## config.mk

```make
export PLATFORM = sky130hd
export DESIGN_NAME = pmem_arbiter
export DESIGN_NICKNAME = d
export VERILOG_FILES = /design/src/rtl/arb_pkg.sv /design/src/rtl/arb_req_latch.sv /design/src/rtl/pmem_arbiter.sv
export SDC_FILE = /design/constraint.sdc
export NUM_CORES = 1
export LEC_CHECK = 0
export CAP_MARGIN = 20
export CORE_AREA = 3 3 641 643
export CTS_CLUSTER_SIZE = 8
export DETAILED_ROUTE_END_ITERATION = 10
export DIE_AREA = 0 0 644 646
export PLACE_DENSITY = 0.3
export SYNTH_ARGS = -nofsm -noshare
export SYNTH_HDL_FRONTEND = slang
export SYNTH_SLANG_ARGS = --single-unit
export TNS_END_PERCENT = 1
```

## constraint.sdc

```tcl
create_clock -name clk -period 5.8 [get_ports clk]
set_clock_uncertainty 0.05 [all_clocks]
set_input_delay 1.74 -clock clk [delete_from_list [all_inputs] [get_ports clk]]
set_output_delay 1.74 -clock clk [all_outputs]
set_load 0.1 [all_outputs]
```

## src/rtl/arb_pkg.sv

```systemverilog
// rtl/arb_pkg.sv - shared types and defaults for the physical-memory arbiter
package arb_pkg;
  localparam int DEF_S_OFFSET = 5;
  localparam int DEF_S_LINE   = 8 * (2 ** DEF_S_OFFSET);

  typedef enum logic [1:0] {IDLE, BUSY_I, BUSY_D, COOL} arb_state_t;
  typedef enum logic {ICACHE, DCACHE} client_t;
endpackage

```

## src/rtl/arb_req_latch.sv

```systemverilog
// rtl/arb_req_latch.sv - per-transaction line address / wdata / op register
module arb_req_latch #(
  parameter int S_OFFSET = 5,
  parameter int S_LINE   = 256
) (
  input  logic                 clk,
  input  logic                 rst_n,
  input  logic                 load,
  input  logic                 clear,
  input  logic                 ld_write,
  input  logic [31-S_OFFSET:0] ld_line,
  input  logic [S_LINE-1:0]    ld_wdata,
  output logic                 valid,
  output logic                 write,
  output logic [31:0]          addr,
  output logic [S_LINE-1:0]    wdata
);
  logic [31-S_OFFSET:0] line_q;

  always_ff @(posedge clk or negedge rst_n) begin
    if (!rst_n) begin
      valid  <= 1'b0;
      write  <= 1'b0;
      line_q <= '0;
      wdata  <= '0;
    end else if (load) begin
      valid  <= 1'b1;
      write  <= ld_write;
      line_q <= ld_line;
      wdata  <= ld_write ? ld_wdata : '0;
    end else if (clear) begin
      valid  <= 1'b0;
      write  <= 1'b0;
      line_q <= '0;
      wdata  <= '0;
    end
  end

  assign addr = {line_q, {S_OFFSET{1'b0}}};
endmodule

```

## src/rtl/pmem_arbiter.sv

```systemverilog
// rtl/pmem_arbiter.sv - round-robin i-cache/d-cache arbiter onto one line memory port
// Optional performance counters: ARB_PERF_COUNTERS_EN
import arb_pkg::*;

module pmem_arbiter #(
  parameter int S_OFFSET = DEF_S_OFFSET,
  parameter int S_LINE   = 8 * (2 ** S_OFFSET)
) (
  input  logic              clk,
  input  logic              rst_n,
`ifdef ARB_PERF_COUNTERS_EN
  input  logic              arb_count_reset,
  output logic [31:0]       arb_conflict_count,
  output logic [31:0]       arb_wait_count,
`endif
  input  logic              icache_pmem_read,
  input  logic              icache_pmem_write,
  input  logic [31:0]       icache_pmem_addr,
  input  logic [S_LINE-1:0] icache_pmem_wdata,
  output logic [S_LINE-1:0] icache_pmem_rdata,
  output logic              icache_pmem_resp,
  input  logic              dcache_pmem_read,
  input  logic              dcache_pmem_write,
  input  logic [31:0]       dcache_pmem_addr,
  input  logic [S_LINE-1:0] dcache_pmem_wdata,
  output logic [S_LINE-1:0] dcache_pmem_rdata,
  output logic              dcache_pmem_resp,
  output logic              mem_read,
  output logic              mem_write,
  output logic [31:0]       mem_addr,
  output logic [S_LINE-1:0] mem_wdata,
  input  logic [S_LINE-1:0] mem_rdata,
  input  logic              mem_resp
);
  arb_state_t state, state_nx;
  client_t    last_grant, last_grant_nx;

  logic pend_i, pend_d, cool_i, cool_d;
  logic gnt_i, gnt_d, clear;
  logic lat_valid, lat_write;
  logic [S_LINE-1:0] rdata_i_q, rdata_d_q;
  logic unused_addr_bits;

  assign unused_addr_bits = ^{icache_pmem_addr[S_OFFSET-1:0], dcache_pmem_addr[S_OFFSET-1:0]};

  // In COOL last_grant still names the client just served; its request is stale for one edge.
  assign cool_i = (state == COOL) && (last_grant == ICACHE);
  assign cool_d = (state == COOL) && (last_grant == DCACHE);
  assign pend_i = (icache_pmem_read | icache_pmem_write) & ~cool_i;
  assign pend_d = (dcache_pmem_read | dcache_pmem_write) & ~cool_d;

  always_ff @(posedge clk or negedge rst_n) begin
    if (!rst_n) begin
      state      <= IDLE;
      last_grant <= DCACHE;
    end else begin
      state      <= state_nx;
      last_grant <= last_grant_nx;
    end
  end

  always_comb begin
    state_nx      = state;
    last_grant_nx = last_grant;
    gnt_i         = 1'b0;
    gnt_d         = 1'b0;
    clear         = 1'b0;
    case (state)
      IDLE: begin
        if (pend_i && (!pend_d || last_grant == DCACHE)) begin
          gnt_i         = 1'b1;
          state_nx      = BUSY_I;
          last_grant_nx = ICACHE;
        end else if (pend_d) begin
          gnt_d         = 1'b1;
          state_nx      = BUSY_D;
          last_grant_nx = DCACHE;
        end
      end
      BUSY_I, BUSY_D: begin
        if (mem_resp) begin
          clear    = 1'b1;
          state_nx = COOL;
        end
      end
      default: state_nx = IDLE;
    endcase
  end

  arb_req_latch #(.S_OFFSET(S_OFFSET), .S_LINE(S_LINE)) u_req_latch (
    .clk      (clk),
    .rst_n    (rst_n),
    .load     (gnt_i | gnt_d),
    .clear    (clear),
    .ld_write (gnt_i ? icache_pmem_write : dcache_pmem_write),
    .ld_line  (gnt_i ? icache_pmem_addr[31:S_OFFSET] : dcache_pmem_addr[31:S_OFFSET]),
    .ld_wdata (gnt_i ? icache_pmem_wdata : dcache_pmem_wdata),
    .valid    (lat_valid),
    .write    (lat_write),
    .addr     (mem_addr),
    .wdata    (mem_wdata)
  );

  assign mem_read  = lat_valid & ~lat_write;
  assign mem_write = lat_valid & lat_write;

  assign icache_pmem_resp = (state == BUSY_I) && mem_resp;
  assign dcache_pmem_resp = (state == BUSY_D) && mem_resp;

  always_ff @(posedge clk or negedge rst_n) begin
    if (!rst_n) begin
      rdata_i_q <= '0;
      rdata_d_q <= '0;
    end else begin
      if (icache_pmem_resp) rdata_i_q <= mem_rdata;
      if (dcache_pmem_resp) rdata_d_q <= mem_rdata;
    end
  end

  assign icache_pmem_rdata = icache_pmem_resp ? mem_rdata : rdata_i_q;
  assign dcache_pmem_rdata = dcache_pmem_resp ? mem_rdata : rdata_d_q;

`ifdef ARB_PERF_COUNTERS_EN
  logic wait_any;
  assign wait_any = (pend_i & ~(gnt_i | (state == BUSY_I))) |
                    (pend_d & ~(gnt_d | (state == BUSY_D)));

  always_ff @(posedge clk or negedge rst_n) begin
    if (!rst_n) begin
      arb_conflict_count <= '0;
      arb_wait_count     <= '0;
    end else if (arb_count_reset) begin
      arb_conflict_count <= '0;
      arb_wait_count     <= '0;
    end else begin
      if (state == IDLE && pend_i && pend_d) arb_conflict_count <= arb_conflict_count + 32'd1;
      if (wait_any) arb_wait_count <= arb_wait_count + 32'd1;
    end
  end
`endif
endmodule
```

==> results.py, run 1 <==
metrics = {
    "floorplanning": {
        "io_pins": 1643,
        "die_y_um": 646,
        "rows": 234,
        "core_um2": 406000,
        "fp.dieArea_um2": 416000,
        "die_x_um": 644,
        "start_util_pct": 7.74,
    },
    "routing": {
        "drt_pass1_iterations": 5,
        "finalWirelength_um": 274000,
        "viasPerCell": 2.80,
        "avgRoutedWirePerCell_um": 29.5,
        "drcViolationCount": 0,
        "vias": 26048,
        "first_iter_violations": 1244,
        "antenna_left": 0,
    },
    "clock_network": {
        "clk_latency_ps": 800,
        "max-clock-path-buffers": 4,
        "cts.sinks": 800,
        "cts.repair.resized": 1,
        "root_buffer": "clkbuf_16",
        "cts_hold_buf": 0,
        "cts_tree": "done",
        "h-tree-depth": 3,
        "cts_buffers": 121,
        "clkTransAtPathRegs_ps": 50,
        "cts_setup_buffers": 0,
    },
    "timing": {
        "fmax_mhz": 188,
        "slew_violations": 0,
        "setup_viol": 0,
        "rsz0062_at_grt": "no",
        "tns_ps": 0,
        "finalCritPeriodShare_pct": 91.5,
        "hold_violations": 0,
        "period_minus_slack_ps": 5310,
        "worstMarginPinSlew_ps": 1170,
        "slew_headroom_pct": 21.5,
    },
    "critical_path": {
        "worst-path-buf-inv": 5,
        "crit_type": "input port to primary output",
        "cp_data_arrival_time_ps": 3520,
        "crit_path_cell_trace": "dlymetal6s2s_1, and2_4, buf_12, buf_12, buf_12, mux2_2, buf_12",
        "max_stage_delay_ps": 400,
        "cp_max_fo": 19,
        "cp.required_ps": 4010,
        "critPathTopFamily": "buffers and inverters",
        "startpoint_type": "input port",
        "worstSetupEndpointType": "primary output",
        "cp_common_cell": "buf_12",
        "slowest_stage": "mux2_2",
    },
    "cells_and_area": {
        "layout.cells.non_filler": 9294,
        "postLayoutCoreUtil_pct": 15.6,
        "layout.nets": 4621,
        "fill_cells": 45017,
        "multi_input_area_um2": 10700,
        "syn_to_final_growth_pct": 102,
        "seq_area_um2": 20000,
        "drive_gt1_share_pct": 36.9,
    },
    "grt": {
        "track_usage_pct": 12.7,
        "grt_pass1_wl_um": 340000,
        "antenna_found_initial": 136,
        "grt_pass1_vias": 28050,
        "grt_max_degree": 114,
        "grt-ovfl-total": 0,
    },
    "synthesis": {
        "synth.distinct_cells": 29,
        "avgSynthCellArea_um2": 15.1,
        "synthCells": 2081,
        "seq_area_frac_synth_pct": 63.7,
        "synth.ff_latch_count": 800,
        "synth.yosys.warnings": 0,
        "synth_area_um2": 31400,
    },
    "run": {
        "cap_violations": 0,
    },
    "status": {
        "outcome": "finished, final reports clean",
    },
    "placed_design": {
        "port_buffers": 1627,
        "gp_congestion": 0.835,
        "dp_hpwl_um": 234000,
        "dp_cells": 9082,
    },
    "hold_path": {
        "hold_path.class": "register to register",
    },
}
## per-stage QoR
step	hold slack (ps)	instance area [um2]	worst slack [ps]
after detailed placement	449	59800	-23.2
after floorplan	416	31400	490
after CTS	464	63200	32.6
final	461	63400	491
after global routing	479	63300	370
after global placement	440	59800	-26.0
## final timing paths
| kind | start | end | slack (ps) | cells after the start |
|---|---|---|---|---|
| setup / recovery | mem_resp | dcache_pmem_rdata[145] | 490 | 7 |
| hold / removal | u_req_latch.wdata[115] | u_req_latch.wdata[115] | 460 | 1 |
| setup reg to reg | state[0] | u_req_latch.line_q[2] | 3070 | 6 |
| hold reg to reg | u_req_latch.wdata[115] | u_req_latch.wdata[115] | 460 | 1 |
| max in group asynchronous | rst_n | state[0] | 3500 | 2 |
| min in group asynchronous | rst_n | u_req_latch.wdata[76] | 840 | 1 |
## registers in the layout (all words and copies together), names as in the netlist
| name | cells |
|---|---|
| last_grant | 1 |
| rdata_d_q | 256 |
| rdata_i_q | 256 |
| state | 2 |
| u_req_latch.line_q | 27 |
| u_req_latch.valid | 1 |
| u_req_latch.wdata | 256 |
| u_req_latch.write | 1 |
## cell usage after synthesis, drive strengths merged
| master | count | share of area, % |
|---|---|---|
| a211o | 1 | 0.028 |
| a211oi | 1 | 0.040 |
| a21boi | 1 | 0.036 |
| a21oi | 4 | 0.064 |
| a221o | 283 | 9.0 |
| and2 | 259 | 5.2 |
| and3 | 28 | 0.56 |
| buf | 89 | 1.4 |
| clkbuf | 70 | 0.84 |
| conb | 1 | 0.012 |
| dfrtp | 799 | 64 |
| dfstp | 1 | 0.084 |
| ha | 5 | 0.20 |
| inv | 5 | 0.060 |
| mux2 | 514 | 18 |
| nand2 | 5 | 0.060 |
| nor2 | 5 | 0.060 |
| nor2b | 1 | 0.020 |
| nor3 | 1 | 0.016 |
| nor3b | 1 | 0.040 |
| nor4 | 1 | 0.020 |
| nor4b | 1 | 0.028 |
| o211a | 1 | 0.032 |
| o221ai | 1 | 0.028 |
| o22ai | 1 | 0.020 |
| o31ai | 1 | 0.024 |
| or3b | 1 | 0.028 |
## logic make-up (layout without fill, tap and decap cells)
logic type,after synthesis,in the layout,share of synthesized area (%)
other,1,52,0.0119
muxes,514,514,18.4
AOI/OAI and AO/OA,294,294,9.29
DFF,800,800,63.7
buffers and inverters,164,1898,2.35
adders and majority gates,5,5,0.199
and+or+nand+nor,303,303,5.99
## routing by layer
metal	GRT usage (%)	up-vias	routed length, um
met1	13.0	13337	96500
met4	3.03	12	7810
met3	4.97	372	23900
met5	0	-	87
met2	23.8	1188	146000
li1	-	11139	-
## worst register-to-register path, cell delays in order, from the launching register on
cell	delay [ps]
dfrtp_1	430
ha_1	270
nor3_1	410
nor2_1	190
nor3b_4	680
buf_4	410
a221o_1	220
## cell type report
cell class                 instances  share of cell area [%]
timing repair buffer            1728                    35.2
sequential                       800                    31.6
multi-input combinational       1121                    16.9
tap                             5428                    10.7
clock buffer                     157                    5.19
clock inverter                     8                   0.225
antenna                           47                   0.186
inverter                           5                  0.0296
## cells in the final DEF, fill, tap and decap left out, types with 2 or more instances in the layout
master,count
diode_2,47
clkinv_2,3
nand2_1,4
conb_1,5
clkbuf_1,26
nor2_1,4
clkinv_16,2
and3_1,27
and2_1,258
a221o_1,283
ha_1,5
buf_4,177
clkdlybuf4s50_1,979
clkbuf_16,123
buf_2,18
dfrtp_1,799
clkbuf_8,8
a21oi_1,4
mux2_2,514
inv_1,5
bufinv_16,2
buf_12,550
Power of run 1 is not shown: default switching activity piles up to over one toggle a cycle in this logic, so the estimate is an artifact.
==> run 2, diff against run 1 <==
--- a/config.mk
+++ b/config.mk
@@ -5,9 +5,9 @@
 export SDC_FILE = /design/constraint.sdc
 export NUM_CORES = 1
 export LEC_CHECK = 0
-export CAP_MARGIN = 20
+export CAP_MARGIN = 25
 export CORE_AREA = 3 3 641 643
-export CTS_CLUSTER_SIZE = 8
+export CTS_CLUSTER_SIZE = 14
 export DETAILED_ROUTE_END_ITERATION = 10
 export DIE_AREA = 0 0 644 646
 export PLACE_DENSITY = 0.3
==> run 2 against run 1 <==
Non-clock buffer count increased by 13. Via count up 0.88%. Core utilization increased by 0.24 points. Worst setup slack lost 22 ps. Sequential share of layout area is 0.47 points lower. Wire length about the same. Global-route usage about the same. Maximum frequency decreased by 0.41%. Register-to-register slack about the same. Critical path depth stayed put. Flip-flop and latch count stayed put. Cell area grew 1.5%. Largest cell class unchanged.
==> results.py, run 2 (synthesized netlist as in run 1, its figures left out) <==
metrics = {
    "status": {
        "outcome": "finished, final reports clean",
    },
    "cells_and_area": {
        "layout_commonest_cell": "clkdlybuf4s50_1",
        "layout.nets": 4629,
        "postLayoutCoreUtil_pct": 15.9,
        "fill_cells": 44863,
        "layout.cells.non_filler": 9343,
        "final_cell_mix": "clkdlybuf4s50_1, dfrtp_1, buf_12",
        "largestRegisters": "rdata_d_q: 256 flops, rdata_i_q: 256 flops, u_req_latch.wdata: 256 flops",
        "drive_gt1_share_pct": 37.7,
        "syn_to_final_growth_pct": 105,
    },
    "timing": {
        "rsz0062_at_grt": "no",
        "finalCritPeriodShare_pct": 91.9,
        "slew_headroom_pct": 24.3,
        "setup_slack_ps": 469,
        "period_minus_slack_ps": 5330,
        "slew_violations": 0,
        "fmax_mhz": 188,
        "hold_violations": 0,
        "setup_viol": 0,
        "worstMarginPinSlew_ps": 1130,
    },
    "hold_path": {
        "hp-start": "u_req_latch.wdata[25]",
        "hold_path.class": "register to register",
    },
    "grt": {
        "grt_pass1_wl_um": 341000,
        "grt_max_degree": 114,
        "antenna_found_initial": 132,
        "grt_pass1_vias": 28479,
        "grt-ovfl-total": 0,
        "track_usage_pct": 12.6,
    },
    "placed_design": {
        "dp_hpwl_um": 233000,
        "port_buffers": 1627,
        "dpl_worst_slack_ps": -26.6,
        "dp_cells": 9095,
        "gp_congestion": 0.835,
    },
    "routing": {
        "first_iter_violations": 1254,
        "avgRoutedWirePerCell_um": 29.3,
        "wl_met1_um": 95700,
        "dr_wl_met2_um": 147000,
        "vias": 26276,
        "drt_pass1_iterations": 4,
        "drcViolationCount": 0,
        "antenna_left": 0,
        "finalWirelength_um": 274000,
        "top_layer_used": "met5",
        "viasPerCell": 2.81,
        "route.met3.wl_um": 25000,
    },
    "critical_path": {
        "worstSetupEndpointType": "primary output",
        "cp.required_ps": 4010,
        "cp_common_cell": "buf_12",
        "cp_data_arrival_time_ps": 3540,
        "crit_start": "mem_resp",
        "startpoint_type": "input port",
        "crit_path_cell_trace": "dlymetal6s2s_1, and2_4, buf_12, buf_12, buf_12, mux2_2, buf_12",
        "r2r_start": "state[0]",
        "cp_max_fo": 19,
        "slowest_stage": "mux2_2",
        "max_stage_delay_ps": 400,
        "crit_type": "input port to primary output",
    },
    "floorplanning": {
        "io_pins": 1643,
        "rows": 234,
        "die_x_um": 644,
        "core_um2": 406000,
        "fp.dieArea_um2": 416000,
        "start_util_pct": 7.74,
        "die_y_um": 646,
    },
    "clock_network": {
        "cts.sinks": 800,
        "h-tree-depth": 3,
        "root_buffer": "clkbuf_16",
        "cts_buffers": 116,
        "max-clock-path-buffers": 4,
        "clkTransAtPathRegs_ps": 60,
        "clk_latency_ps": 790,
        "cts_tree": "done",
    },
    "run": {
        "cap_violations": 0,
    },
}
-- run 2: routing by layer --
metal | track usage (%) | vias up
met5 | 0 | -
met1 | 12.9 | 13547
met3 | 5.28 | 346
met2 | 23.9 | 1179
met4 | 2.53 | 10
li1 | - | 11194
-- run 2: repair_timing --
item,CTS,global route
resized for setup,1,1
setup endpoints to repair,1,1
buffers inserted,0,0
hold buffers,0,0
-- run 2: critical path, delay by kind of cell --
family | cells | cell delay [ps]
buffers and inverters | 5 | 1050
muxes | 1 | 400
and+or+nand+nor | 1 | 220
-- run 2: final cells by class --
| class | count | area (um2) | share of cell area, % |
|---|---|---|---|
| Antenna cell | 38 | 95.1 | 0.148 |
| Clock buffer | 175 | 3380 | 5.26 |
| Clock inverter | 35 | 666 | 1.03 |
| Inverter | 5 | 18.8 | 0.0292 |
| Multi-Input combinational cell | 1121 | 10700 | 16.7 |
| Sequential cell | 800 | 20000 | 31.1 |
| Tap cell | 5428 | 6790 | 10.6 |
| Timing Repair Buffer | 1741 | 22600 | 35.2 |
-- run 2: through the flow --
| stage | instance area, um2 | setup TNS, ps | hold WS, ps |
|---|---|---|---|
| 3_3_place_gp | 59800 | -26.0 | 440 |
| 6_report | 64300 | 0 | 464 |
| 3_5_place_dp | 60200 | -26.6 | 447 |
| 5_1_grt | 64300 | 0 | 472 |
| 2_1_floorplan | 31400 | 0 | 416 |
| 4_1_cts | 64200 | 0 | 463 |
-- run 2: worst paths after layout --
check | end | slack, ps | depth (start not counted)
min in group asynchronous | u_req_latch.wdata[54] | 850 | 1
worst min-delay path | u_req_latch.wdata[25] | 460 | 1
worst max-delay path | dcache_pmem_rdata[145] | 470 | 7
worst min register to register | u_req_latch.wdata[25] | 460 | 1
worst max register to register | u_req_latch.wdata[236] | 3080 | 7
max in group asynchronous | u_req_latch.wdata[242] | 3490 | 2
Power of run 2 is left out for the same reason.
==> run 3, diff against run 2 <==
--- a/config.mk
+++ b/config.mk
@@ -10,6 +10,7 @@
 export CTS_CLUSTER_SIZE = 14
 export DETAILED_ROUTE_END_ITERATION = 10
 export DIE_AREA = 0 0 644 646
+export GPL_TIMING_DRIVEN = 1
 export PLACE_DENSITY = 0.3
 export SYNTH_ARGS = -nofsm -noshare
 export SYNTH_HDL_FRONTEND = slang
==> results of run 3 <==
Same layout as run 2: the final DEF is identical, and so are final timing and power.
Power of run 3 is left out for the same reason.
